$ cat config.mk
export PLATFORM = sky130hd
export DESIGN_NAME = tone_osc_bank
export DESIGN_NICKNAME = d
export VERILOG_FILES = /design/src/rtl/tone_pkg.sv /design/src/rtl/tone_osc_ch.sv /design/src/rtl/tone_osc_bank.sv
export SDC_FILE = /design/constraint.sdc
export NUM_CORES = 1
export LEC_CHECK = 0
export CAP_MARGIN = 20
export CORE_MARGIN = 1.5
export CORE_UTILIZATION = 44
export DETAILED_ROUTE_END_ITERATION = 16
export GPL_TIMING_DRIVEN = 0
export PLACE_DENSITY = 0.58
export SLEW_MARGIN = 20
export SYNTH_ARGS = -nofsm -noshare
export SYNTH_HDL_FRONTEND = slang
export SYNTH_HIERARCHICAL = 1
export SYNTH_SLANG_ARGS = --single-unit
$ cat constraint.sdc
create_clock -name clk -period 8.55 [get_ports clk]
set_input_delay 1.71 -clock clk [delete_from_list [all_inputs] [get_ports clk]]
set_output_delay 1.71 -clock clk [all_outputs]
set_load 0.02 [all_outputs]
$ cat src/rtl/tone_pkg.sv
// Shared definitions for the tone oscillator bank: note codes, the note
// frequency table, channel states and the half-period calculation.
package tone_pkg;

  localparam int unsigned N_NOTES = 14;

  // Codes 14 and 15 are both rests; only 15 has a name.
  typedef enum logic [3:0] {
    NOTE_AS3  = 4'd0,
    NOTE_B3,
    NOTE_C4,
    NOTE_D4,
    NOTE_E4,
    NOTE_F4,
    NOTE_G4,
    NOTE_A4,
    NOTE_B4,
    NOTE_C5,
    NOTE_D5,
    NOTE_E5,
    NOTE_F5,
    NOTE_G5,
    NOTE_REST = 4'd15
  } note_e;

  localparam int unsigned NOTE_FREQ [N_NOTES] = '{
    233, 247, 262, 294, 330, 349, 392, 440, 494, 523, 587, 659, 698, 784
  };

  typedef enum logic [1:0] {IDLE, RUN, REST} osc_state_e;

  function automatic logic note_valid(input logic [3:0] code);
    return code < 4'(N_NOTES);
  endfunction

  // One constant division per table entry, so a fixed clock_speed folds to a
  // small constant mux rather than a real divider.
  function automatic logic [31:0] half_period(input logic [3:0] code,
                                              input logic [1:0] oct,
                                              input int unsigned clock_speed);
    logic [31:0] base;
    logic [31:0] hp;
    base = '0;
    for (int i = 0; i < N_NOTES; i++) begin
      if (code == 4'(i)) base = (clock_speed / NOTE_FREQ[i]) >> 1;
    end
    hp = base >> oct;
    if (hp == '0) hp = 32'd1;
    return hp;
  endfunction

endpackage

$ cat src/rtl/tone_osc_ch.sv
// One square-wave oscillator channel: IDLE/RUN/REST state machine plus a
// half-period down-counter; note changes land only on half-period boundaries.
module tone_osc_ch
  import tone_pkg::*;
#(
  parameter int unsigned CLOCK_SPEED = 25_000_000,
  parameter int unsigned CNT_W       = 32
) (
  input  logic       clk,
  input  logic       rst,
  input  logic       en_i,
  input  logic [3:0] tone_i,
  input  logic [1:0] oct_i,
  output logic       wave_o,
  output logic       edge_o
);

  osc_state_e       state_q, state_d;
  logic [CNT_W-1:0] cnt_q, cnt_d;
  logic [CNT_W-1:0] reload;
  logic             wave_q, wave_d;
  logic             edge_q, edge_d;
  logic [3:0]       tone_q, tone_d;
  logic [1:0]       oct_q, oct_d;
  logic             tone_ok;
  logic             unused_active;

  assign tone_ok = note_valid(tone_i);
  assign reload  = CNT_W'(half_period(tone_i, oct_i, CLOCK_SPEED)) - CNT_W'(1);

  // The latched note is channel state kept for debug visibility only.
  assign unused_active = ^{tone_q, oct_q};

  always_comb begin
    // NOTE: every signal assigned here gets a default first, so no path can infer a latch.
    state_d = state_q;
    cnt_d   = cnt_q;
    wave_d  = wave_q;
    tone_d  = tone_q;
    oct_d   = oct_q;

    if (!en_i) begin
      state_d = IDLE;
      cnt_d   = '0;
      wave_d  = 1'b0;
      tone_d  = NOTE_REST;
      oct_d   = '0;
    end else begin
      case (state_q)
        IDLE, REST: begin
          if (tone_ok) begin
            state_d = RUN;
            cnt_d   = reload;
            wave_d  = 1'b0;
            tone_d  = tone_i;
            oct_d   = oct_i;
          end else begin
            state_d = REST;
            cnt_d   = '0;
            wave_d  = 1'b0;
          end
        end
        RUN: begin
          if (cnt_q != '0) begin
            cnt_d = cnt_q - CNT_W'(1);
          end else if (tone_ok) begin
            wave_d = ~wave_q;
            cnt_d  = reload;
            tone_d = tone_i;
            oct_d  = oct_i;
          end else begin
            state_d = REST;
            cnt_d   = '0;
            wave_d  = 1'b0;
            tone_d  = NOTE_REST;
          end
        end
        default: begin
          state_d = IDLE;
          cnt_d   = '0;
          wave_d  = 1'b0;
        end
      endcase
    end

    edge_d = wave_d & ~wave_q;
  end

  always_ff @(posedge clk) begin
    // NOTE: state updates use non-blocking assignments so every flop samples pre-edge values.
    if (rst) begin
      state_q <= IDLE;
      cnt_q   <= '0;
      wave_q  <= 1'b0;
      edge_q  <= 1'b0;
      tone_q  <= NOTE_REST;
      oct_q   <= '0;
    end else begin
      state_q <= state_d;
      cnt_q   <= cnt_d;
      wave_q  <= wave_d;
      edge_q  <= edge_d;
      tone_q  <= tone_d;
      oct_q   <= oct_d;
    end
  end

  assign wave_o = wave_q;
  assign edge_o = edge_q;

endmodule

$ cat src/rtl/tone_osc_bank.sv
// Bank of independent square-wave tone channels with a registered mix level
// (number of channels currently high) for the downstream DAC/PWM stage.
module tone_osc_bank
  import tone_pkg::*;
#(
  parameter  int unsigned CLOCK_SPEED = 25_000_000,
  parameter  int unsigned N_CH        = 4,
  parameter  int unsigned CNT_W       = 32,
  localparam int unsigned MIX_W       = $clog2(N_CH + 1)
) (
  input  logic              clk,
  input  logic              rst,
  input  logic [N_CH-1:0]   en_i,
  input  logic [4*N_CH-1:0] tone_i,
  input  logic [2*N_CH-1:0] oct_i,
  output logic [N_CH-1:0]   wave_o,
  output logic [N_CH-1:0]   edge_o,
  output logic [MIX_W-1:0]  mix_o
);

  logic [MIX_W-1:0] mix_q, mix_d;

  for (genvar k = 0; k < N_CH; k++) begin : g_ch
    tone_osc_ch #(
      .CLOCK_SPEED(CLOCK_SPEED),
      .CNT_W      (CNT_W)
    ) u_ch (
      .clk   (clk),
      .rst   (rst),
      .en_i  (en_i[k]),
      .tone_i(tone_i[4*k +: 4]),
      .oct_i (oct_i[2*k +: 2]),
      .wave_o(wave_o[k]),
      .edge_o(edge_o[k])
    );
  end

  // Popcount of the already-registered waves, so mix lags wave by one cycle.
  always_comb begin
    mix_d = '0;
    for (int k = 0; k < N_CH; k++) mix_d = mix_d + MIX_W'(wave_o[k]);
  end

  always_ff @(posedge clk) begin
    if (rst) mix_q <= '0;
    else     mix_q <= mix_d;
  end

  assign mix_o = mix_q;

endmodule
# Word level (Yosys, flattened, before mapping)
# Cells that the tools add are included.
[classes]
add_sub_neg = 11
magnitude_cmp = 4
eq_ne = 68
n_shift = 4
muxes = 104
bitwise = 12
reduce_logical = 28
[ops]
columns = ["cell", "n"]
rows = [
  ["two-way mux 16 bit", 56],
  ["two-way mux 32 bit", 12],
  ["one-hot mux 32 bit (2 select lines)", 4],
  ["subtractor 32 x 1 -> 32 bit, second input constant", 8],
  ["zero test 32 bit", 4],
  ["nonzero test 32 bit", 4],
  ["right shift 16 x 2 -> 32 bit", 4],
  ["equality test 4 bit, second input constant", 24],
  ["equality test 4 x 3 -> 1 bit, second input constant", 16],
  ["equality test 4 x 2 -> 1 bit, second input constant", 8],
  ["two-way mux 2 bit", 12],
  ["equality test 4 x 1 -> 1 bit, second input constant", 4],
  ["zero test 4 bit", 4],
  ["less-than comparator 4 bit, second input constant", 4],
  ["two-way mux 1 bit", 16],
  ["inequality test 2 bit, second input constant", 8],
  ["one-hot mux 2 bit (2 select lines)", 4],
  ["OR reduction 2 bit", 8],
  ["equality test 2 x 1 -> 1 bit, second input constant", 4],
  ["equality test 2 bit, second input constant", 4],
  ["zero test 2 bit", 4],
  ["NOT 1 bit", 8],
  ["AND reduction 2 bit", 4],
  ["AND 1 bit", 4],
  ["3 further kinds", 3],
]
[totals]
regBits = 147
input_bits = 30
out_inout_bits = 11

# Depth between registers and ports, before layout
[logic_depth]
depth_word = 22
mapped_depth = 12

# Cells and area by module
# The synthesis kept the hierarchy.
[modules_own_cells]
columns = ["module", "instances", "cells_per_inst", "area_per_inst_um2", "seq_area_each_um2"]
rows = [
  ["tone_osc_ch (g_ch[0].u_ch ...)", 2, 463, 3233.1, 720.7],
  ["tone_osc_ch (g_ch[3].u_ch)", 1, 449, 3265.6, 720.7],
  ["tone_osc_ch (g_ch[2].u_ch)", 1, 453, 3178.0, 720.7],
  ["tone_osc_bank", 1, 14, 142.6, 60.1],
]

# Worst setup path after synthesis
# No wires, ideal clock.
[synth_timing]
path_type = "input to register"
from = "input oct_i[5]"
to = "register g_ch[2].u_ch.cnt_q[1]"
setup_ns = 0.065
arrival_time_ns = 3.941
required_time_ns = 8.485
path_slack_ns = 4.543
cell_stages = 10
path_cell_list = "clkbuf_1 nor2b_1 nor4_1 o31a_1 a311oi_1 inv_1 ha_1 o32a_1 o32a_1 nor2_1"
[synth_via]
elab_chain_len = 7
[synth_rtl]
columns = ["element", "line_no", "rtl"]
rows = [
  ["from (decl)", "tone_osc_bank.sv:15", "input logic [2*N_CH-1:0] oct_i,"],
  ["right shift 16 x 2 -> 32 bit (*)", "tone_pkg.sv:47", "hp = base >> oct;"],
  ["zero test 32 bit", "tone_pkg.sv:48", "if (hp == '0) hp = 32'd1;"],
  ["two-way mux 32 bit (*)", "tone_pkg.sv:48", ""],
  ["subtractor 32 x 1 -> 32 bit (*)", "tone_osc_ch.sv:29", "assign reload = CNT_W'(half_period(tone_i, oct_i, CLOCK_SPEED)) - CNT_W'(1);"],
  ["two-way mux 32 bit (*)", "tone_osc_ch.sv:51, tone_osc_ch.sv:66", ""],
  ["two-way mux 32 bit", "tone_osc_ch.sv:64", "if (cnt_q != '0) begin"],
  ["one-hot mux 32 bit (2 select lines) (*)", "tone_osc_ch.sv:49", "case (state_q)"],
  ["to (signal assigned)", "tone_osc_ch.sv:100", "cnt_q <= cnt_d;"],
  ["to (decl)", "tone_osc_ch.sv:19", "logic [CNT_W-1:0] cnt_q, cnt_d;"],
]
# Every way passes the cells marked *; elsewhere a longest branch is shown, timed or not.
# A chain may end at the register's enable or synchronous reset.

# Final worst setup path
[layout_timing]
from = "input tone_i[5]"
to = "register g_ch[1].u_ch.cnt_q[1]"
[layout_via]
elab_chain_len = 22
elab_cells_between_ends = 36
[layout_rtl]
columns = ["element", "line_no", "rtl"]
rows = [
  ["from (decl)", "tone_osc_bank.sv:14", "input logic [4*N_CH-1:0] tone_i,"],
  ["zero test 4 bit", "tone_pkg.sv:45", "if (code == 4'(i)) base = (clock_speed / NOTE_FREQ[i]) >> 1;"],
  ["two-way mux 16 bit (14 in series)", "tone_pkg.sv:45", ""],
  ["right shift 16 x 2 -> 32 bit", "tone_pkg.sv:47", ""],
  ["zero test 32 bit", "tone_pkg.sv:48", ""],
  ["two-way mux 32 bit", "tone_pkg.sv:48", ""],
  ["subtractor 32 x 1 -> 32 bit", "tone_osc_ch.sv:29", ""],
  ["two-way mux 32 bit (*)", "tone_osc_ch.sv:51, tone_osc_ch.sv:66", ""],
  ["two-way mux 32 bit", "tone_osc_ch.sv:64", ""],
  ["one-hot mux 32 bit (2 select lines) (*)", "tone_osc_ch.sv:49", ""],
  ["to (signal assigned)", "tone_osc_ch.sv:100", ""],
  ["to (decl)", "tone_osc_ch.sv:19", ""],
]
# Marks and branches as above.

==> flow_summary.ini <==
[sta]
hold_violations = 0
timing.fmax_ghz = 0.209
fin_tns_setup_ns = 0
worst_pin_slew_ns = 1.01
skew_ns = 0.0126
maxSlewViolCount = 0
slew_headroom = 0.326
finalSetupViolations = 0
post-route-period-util = 0.559
period_minus_slack_ns = 4.78
rsz0062_at_grt = false

[cts]
cts_tree = yes
clockRootBuffer = clkbuf_16
h-tree-depth = 4
clk_latency_ns = 0.43
clk_pin_slew_worst_paths_ns = 0.07
clockBufferDepth = 2
cts_hold_buffers = 0
cts_setup_buffers = 0
clock_sinks = 147
numCtsBuffers = 17
cts.repair.resized = 0

[placement]
gp_congestion = 0.989
portBuffers = 34
dpl_cell_area_mm2 = 0.0139
hpwl_um = 32300

[setup_path]
crit_chain = clkdlybuf4s50_1 > clkbuf_1 > buf_1 > clkbuf_1 > o32ai_1 > a211oi_1 > inv_1 > ha_1 > o32a_1 > o32a_1 > nor2_1
path_max_fanout = 10
critPathSlowestCell = clkdlybuf4s50_1
cp.required_ns = 8.92
critPathCaptureType = flop
slowest_delay_ns = 0.50
crit_type = in -> reg
arrival_ns = 5.14
critPathLaunchType = input pin

[global_route]
grt_pass1_wl_um = 71700
overflow = 0
antenna_found_initial = 0
track_usage = 0.285
grtUsageMet1 = 0.388
grt_use_met2 = 0.446
grt_pass1_vias = 13568
grt_start_max_net_pins = 17
grt_util_met3 = 0.0470
busiest_layer = met2

[pwr]
power_density_mw_per_mm2 = 173
clock_power_share = 0.329
peakVddDrop_mv = 0.116
p_switching_uw = 902
switching_share = 0.360
leakage_uw = 0.00511
cellInternalPower_uw = 1600
power_frac_seq = 0.301
combPwrFrac = 0.370

[yosys]
syn_area_mm2 = 0.0131
synth_edf_count = 0
synth_most_common_cell = nor2_1
synth.distinct_cells = 95
async_reset_ff_frac = 0
syn_avg_cell_area_um2 = 7.09
ys.warnings.count = 6
syn_inst = 1842
yosysTopAreaCell = dfxtp_1
ys_seq_area_frac = 0.225
synthFlopType = dfxtp_1
synth_seq_cells = 147
synth_top_area_share = 0.225
yosys-top-cells-area = dfxtp_1 (23%), nor2_1 (6.6%), o21ai_0 (5.2%)
syn-num-nets = 1888
synth_commonest_cells = nor2_1 (228), dfxtp_1 (147), nand2_1 (140)

[route]
vias = 14823
first_pass_iters = 8
routed_via_density = 6.47
wl_per_cell_um = 19.6
ant_nets = 0
drt_wl_total_um = 44900
route.detailed.drc = 0
drtIter0Drc = 1977

[die]
die_h_um = 175
start_util = 0.451
io_pins = 41
design.die.area_mm2 = 0.0307
die_x_um = 175
core-area_mm2 = 0.0289
core.rowCount = 62

[cells_and_area]
area_growth_syn_to_layout_pct = 11.2
drive_above_1_share = 0.0572
fillCellCount = 2928
design_area_mm2 = 0.0145
num-nets-final = 1941
diodes = 0

[run_status]
status = complete, no violations

[hold_path]
hold_class = reg -> reg

[job]
maxCapViolations = 0
==> area by class of cell <==
class / count / area, µm² / area share
clock buffers: 19 / 433 / 0.0298
multi-input cells: 1494 / 9300 / 0.641
repair buffers: 34 / 340 / 0.0235
well taps: 384 / 480 / 0.0331
clock inverters: 12 / 204 / 0.0141
inverters: 46 / 173 / 0.0119
plain buffers: 155 / 637 / 0.0439
flip-flops and latches: 147 / 2940 / 0.203
==> stage by stage <==
| stage | worst slack, ns | util | power [µW] | cells | hold WS [ns] |
|---|---|---|---|---|---|
| floorplan | 4.54 | - | 1460 | 1842 | 0.437 |
| global placement | 3.42 | 0.479 | 1670 | 2260 | 0.446 |
| detailed placement | 3.41 | 0.479 | 1670 | 2260 | 0.455 |
| CTS | 3.86 | 0.501 | 2500 | 2291 | 0.461 |
| global route | 3.51 | 0.501 | 2650 | 2291 | 0.501 |
| finish | 3.77 | 0.501 | 2510 | 2291 | 0.464 |
==> cell families after synthesis <==
logic type / count (synthesis) / share of synthesized area
muxes: 4 / 0.00307
other: 4 / 0.00115
xor gates and xnor gates: 114 / 0.0765
and+or+nand+nor: 746 / 0.299
AOI/OAI and AO/OA: 606 / 0.314
buffers and inverters: 201 / 0.0620
DFF: 147 / 0.225
adders and majority gates: 20 / 0.0190
==> sequential cells by signal (all words and copies together), names as in the netlist <==
register,flops
g_ch.u_ch/cnt_q,128
g_ch.u_ch/edge_o,4
g_ch.u_ch/state_q,8
g_ch.u_ch/wave_o,4
mix_o,3
==> power groups by stage <==
stage	Combinational, µW	Clock (µW)	Sequential (µW)
after global routing	1010	872	759
after floorplan	698	0	762
final	927	824	754
after detailed placement	901	0	768
after CTS	909	840	754
after global placement	907	0	768
==> path summary, 6_finish.rpt <==
kind | startpoint | endpoint | slack (ns) | cells after the start
max | tone_i[5] | g_ch[1].u_ch/cnt_q[1]$_SDFF_PP0_ | 3.77 | 11
min | g_ch[1].u_ch/cnt_q[19]$_SDFF_PP0_ | g_ch[1].u_ch/cnt_q[19]$_SDFF_PP0_ | 0.46 | 2
max reg2reg | g_ch[2].u_ch/cnt_q[0]$_SDFF_PP0_ | g_ch[2].u_ch/edge_o$_SDFF_PP0_ | 5.39 | 8
min reg2reg | g_ch[1].u_ch/cnt_q[19]$_SDFF_PP0_ | g_ch[1].u_ch/cnt_q[19]$_SDFF_PP0_ | 0.46 | 2
==> critical path: cells and delay by family <==
| kind | cells | cell delay (ns) |
|---|---|---|
| AOI/OAI and AO/OA | 4 | 1.09 |
| adders and majority gates | 1 | 0.32 |
| buffers and inverters | 5 | 1.95 |
| and+or+nand+nor | 1 | 0.08 |
==> layout by cell type, fill, tap and decap left out, types with 26 or more instances in the layout <==
master           count
nor2_1             228
dfxtp_1            147
nand2_1            140
o21ai_0            135
a21oi_1            132
clkbuf_1           107
xnor2_1             76
nor3_1              66
nand2b_1            51
inv_1               41
nor2b_1             41
nand3_1             38
xor2_1              38
o22ai_1             36
or3_1               34
clkdlybuf4s50_1     34
o221ai_1            28
buf_2               26
==> metal layers <==
layer,vias to the layer above,share of wire
li1,6923,-
met1,6883,0.43
met2,864,0.44
met3,153,0.092
met4,0,0.035
met5,-,0
Note: power is estimated with default switching activity, not from simulation.
==> edit 1 (config.mk and constraints unchanged) <==
`CNT_W` is set to 32 in 2 places; all go to 36.
--- a/src/rtl/tone_osc_ch.sv
+++ b/src/rtl/tone_osc_ch.sv
@@ -5,5 +5,5 @@
 #(
   parameter int unsigned CLOCK_SPEED = 25_000_000,
-  parameter int unsigned CNT_W       = 32
+  parameter int unsigned CNT_W       = 36
 ) (
   input  logic       clk,
--- a/src/rtl/tone_osc_bank.sv
+++ b/src/rtl/tone_osc_bank.sv
@@ -6,5 +6,5 @@
   parameter  int unsigned CLOCK_SPEED = 25_000_000,
   parameter  int unsigned N_CH        = 4,
-  parameter  int unsigned CNT_W       = 32,
+  parameter  int unsigned CNT_W       = 36,
   localparam int unsigned MIX_W       = $clog2(N_CH + 1)
 ) (
Formal check against the unedited RTL: no difference found for any inputs over 4 cycles, from zero or initial values and one cycle with rst high; that may be too few to reach the edited logic, so the function may still have changed.
==> edit 1 against the original RTL <==
- sequential cell count is 16 higher
- worst setup slack got worse by 1000 ps
- via count up 1.9%
- die area grew 4.3%
- area after synthesis grew 4.4%
- final area increased by 3.7%
- highest routed layer is now met5
- wire length increased by 5.3%
- count of clock-buffer cells in the layout rose by 2
- synthesized cell count is 3.6% higher
- critical path type unchanged
- total power up 3.4%
==> edit 1: results (changes against the original RTL) <==
INFO  metric vias_in_the_first_global_route = 13800 (+1.9%)
INFO  metric post_synth_main_area_contributors = sky130_fd_sc_hd__dfxtp_1, sky130_fd_sc_hd__a21oi_1, sky130_fd_sc_hd__nor2_1
INFO  metric clock_buffer_count = 21 (+2)
INFO  metric grtUsageMet1 = 39.9% (+1.1 points)
INFO  metric outcome = completed
INFO  metric number_of_synthesized_register_bits = 163 (+11%)
INFO  metric global_route.usage.met3 = 5.66% (+0.96 points)
INFO  metric drt_iter0_markers = 1794 (-9.3%)
INFO  metric syn_avg_cell_area = 7.14 um2 (+0.76%)
INFO  metric preCtsSetupSlack = 2460 ps (-953 ps)
INFO  metric num_antenna_cells = 2 (+2)
INFO  metric met1_length = 20700 um (+7.6%)
INFO  metric detail_route.wl_per_cell = 19.9 um (+1.7%)
INFO  metric ys_types = 96 (+1.1%)
INFO  metric synth_sequential_area_ratio = 24.0% (+1.4 points)
INFO  metric fillerInstances = 3038 (+3.8%)
INFO  metric dp.final_hpwl = 34100 um (+5.7%)
INFO  metric synth.cells.most_frequent = sky130_fd_sc_hd__nor2_1, sky130_fd_sc_hd__a21oi_1, sky130_fd_sc_hd__dfxtp_1, sky130_fd_sc_hd__o21ai_0, sky130_fd_sc_hd__nand2_1
INFO  metric design.die.area = 32000 um2 (+4.3%)
INFO  metric timing.hold.worst.class = reg2reg
INFO  metric reg_top3 = g_ch.u_ch/cnt_q x144, g_ch.u_ch/state_q x8
INFO  metric buf_share = 6.47% (-0.27 points)
INFO  metric vias_per_cell = 6.37 (-1.6%)
INFO  metric placed_cell_area = 14500 um2 (+4.2%)
INFO  metric synthXorXnorAreaFrac = 8.68% (+1.0 points)
INFO  metric power.density = 172 nW/um2 (-0.35%)
INFO  metric gp_routability_congestion = 0.977 (-1.2%)
INFO  metric nonClockInverterCount = 32 (-30%)
INFO  metric layout-drive-gt1-share = 4.76% (-0.95 points)
INFO  metric worst_ir_drop_vdd = 0.000180 V (+55%)
INFO  metric post_route_skew = 14.0 ps (+1.43 ps)
INFO  metric dpl_cells = 2338 (+3.5%)
INFO  metric leakagePower = 5.30 nW (+3.7%)
INFO  metric grt_util_met2 = 44.8% (+0.18 points)
INFO  metric synth.area.mux_share = 0.689% (+0.38 points)
INFO  metric synth_nets = 1953 (+3.4%)
INFO  metric cp_data_arrival_time = 6140 ps (+1000 ps)
INFO  metric sequential_cell_area = 3260 um2 (+11%)
INFO  metric fraction_of_area_in_clock_buffers_and_inverters = 3.91% (-0.48 points)
INFO  metric synth_fa_ha_area_share = 1.65% (-0.24 points)
INFO  metric num-multi-input-gates = 1564 (+4.7%)
INFO  metric nonClockBufferCount = 183 (-3.2%)
INFO  metric drt_pass1_iterations = 6 (-2)
INFO  metric synth_compound_area_share = 29.1% (-2.3 points)
INFO  metric worst_slew_margin_rel = 34.0% (+1.4 points)
INFO  metric stdcell_count = 2372 (+3.5%)
## edit 1: worst paths after layout
kind              depth (start not counted)                              start  slack (ps)                                 to
hold reg to reg                           2  g_ch[2].u_ch/cnt_q[24]$_SDFF_PP0_         470  g_ch[2].u_ch/cnt_q[24]$_SDFF_PP0_
hold / removal                            2  g_ch[2].u_ch/cnt_q[24]$_SDFF_PP0_         470  g_ch[2].u_ch/cnt_q[24]$_SDFF_PP0_
setup / recovery                         15                          tone_i[4]        2770   g_ch[1].u_ch/cnt_q[8]$_SDFF_PP0_
setup reg to reg                          7  g_ch[1].u_ch/cnt_q[13]$_SDFF_PP0_        5530   g_ch[1].u_ch/cnt_q[6]$_SDFF_PP0_
## edit 1: power by group
| group | switching (mW) | internal [mW] | total, mW |
|---|---|---|---|
| Combinational | 0.596 | 0.392 | 0.988 |
| Clock | 0.321 | 0.447 | 0.768 |
| Sequential | 0.0383 | 0.796 | 0.834 |
| Total | 0.955 | 1.64 | 2.59 |
==> edit 2 (config.mk and constraints unchanged) <==
Made on the original files. Make the reset (`rst`) asynchronous in 2 clocked blocks.
--- a/src/rtl/tone_osc_ch.sv
+++ b/src/rtl/tone_osc_ch.sv
@@ -87,5 +87,5 @@
   end
 
-  always_ff @(posedge clk) begin
+  always_ff @(posedge clk or posedge rst) begin
     // NOTE: state updates use non-blocking assignments so every flop samples pre-edge values.
     if (rst) begin
--- a/src/rtl/tone_osc_bank.sv
+++ b/src/rtl/tone_osc_bank.sv
@@ -42,5 +42,5 @@
   end
 
-  always_ff @(posedge clk) begin
+  always_ff @(posedge clk or posedge rst) begin
     if (rst) mix_q <= '0;
     else     mix_q <= mix_d;
Check against the original RTL: no difference found for any inputs over 4 cycles, from zero or initial values and one cycle with rst high; that may be too few to reach the edited logic, so the function may still have changed.
==> edit 2 against the original RTL <==
- register-to-register slack gained 420 ps
- worst setup slack worse by 750 ps
- sequential cell count did not move
- area after synthesis up 7.3%
- final area rose by 6.8%
- critical path depth up 2
- total power is 24% higher
- wire length up 8.7%
- critical path type unchanged
- largest power group unchanged
==> edit 2: results (changes against the original RTL) <==
INFO  metric outcome = completed
INFO  metric fillerInstances = 3177 (+8.5%)
INFO  metric grt_usage = 29.4% (+0.93 points)
INFO  metric detail_route.wirelength = 48800 um (+8.7%)
INFO  metric post-synth-top-area-fraction = 26.3% (+3.7 points)
INFO  metric power.sequential.fraction = 29.8% (-0.3 points)
INFO  metric r2r_start = g_ch[1].u_ch/cnt_q[2]$_DFF_PP0_
INFO  metric hold_depth = 1 (-1)
INFO  metric synth_nets = 1910 (+1.2%)
INFO  metric cp_slowest_cell = sky130_fd_sc_hd__or4b_1
INFO  metric clock_power_share = 24.4% (-8.5 points)
INFO  metric hp-start = g_ch[1].u_ch/wave_o$_DFF_PP0_
INFO  metric detail_route.wl_per_cell = 21.0 um (+7.0%)
INFO  metric vias_per_cell = 6.56 (+1.4%)
INFO  metric synth.cells.most_frequent = sky130_fd_sc_hd__nor2_1, sky130_fd_sc_hd__nand2_1, sky130_fd_sc_hd__o21ai_0, sky130_fd_sc_hd__dfrtp_1, sky130_fd_sc_hd__a21oi_1
INFO  metric dpl_cells = 2297 (+1.6%)
INFO  metric drt_pass1_iterations = 6 (-2)
INFO  metric crit_path_max_incr_delay = 550 ps (+50 ps)
INFO  metric leakagePower = 5.97 nW (+17%)
INFO  metric vias_in_the_first_global_route = 14300 (+5.2%)
INFO  metric placed_cell_area = 14900 um2 (+7.4%)
INFO  metric worst_ir_drop_vdd = 0.000163 V (+41%)
INFO  metric gp_routability_congestion = 1.00 (+1.5%)
INFO  metric power.switching_fraction = 41.3% (+5.3 points)
INFO  metric nets = 1963 (+1.1%)
INFO  metric total_switching_power = 1.29 mW (+43%)
## edit 2: cell families (layout without fill, tap and decap cells)
kind of cell / after synthesis / in the layout / synth area share [%]
mux: 3 / 3 / 0.214
simple gates: 741 / 741 / 28.6
other cells: 4 / 4 / 0.107
fa+ha+maj: 23 / 23 / 2.04
compound gates: 626 / 626 / 29.8
buf+inv: 207 / 272 / 6.03
flops: 147 / 147 / 26.3
xor+xnor: 110 / 110 / 6.88
## edit 2: per-layer routing
layer / vias up / GRT usage [%] / routed length, um
met4: 0 / 11.2 / 1940
met1: 7171 / 41.2 / 21200
met2: 943 / 45.3 / 21300
li1: 6966 / - / -
met5: - / 0 / 0
met3: 189 / 4.99 / 4390
## edit 2: cell type report
class | count | area share (%)
buffer | 164 | 4.41
timing repair buffer | 34 | 2.55
clock buffer | 17 | 2.74
inverter | 43 | 1.04
clock inverter | 14 | 1.08
multi-input combinational | 1507 | 61.2
tap | 402 | 3.25
sequential | 147 | 23.7
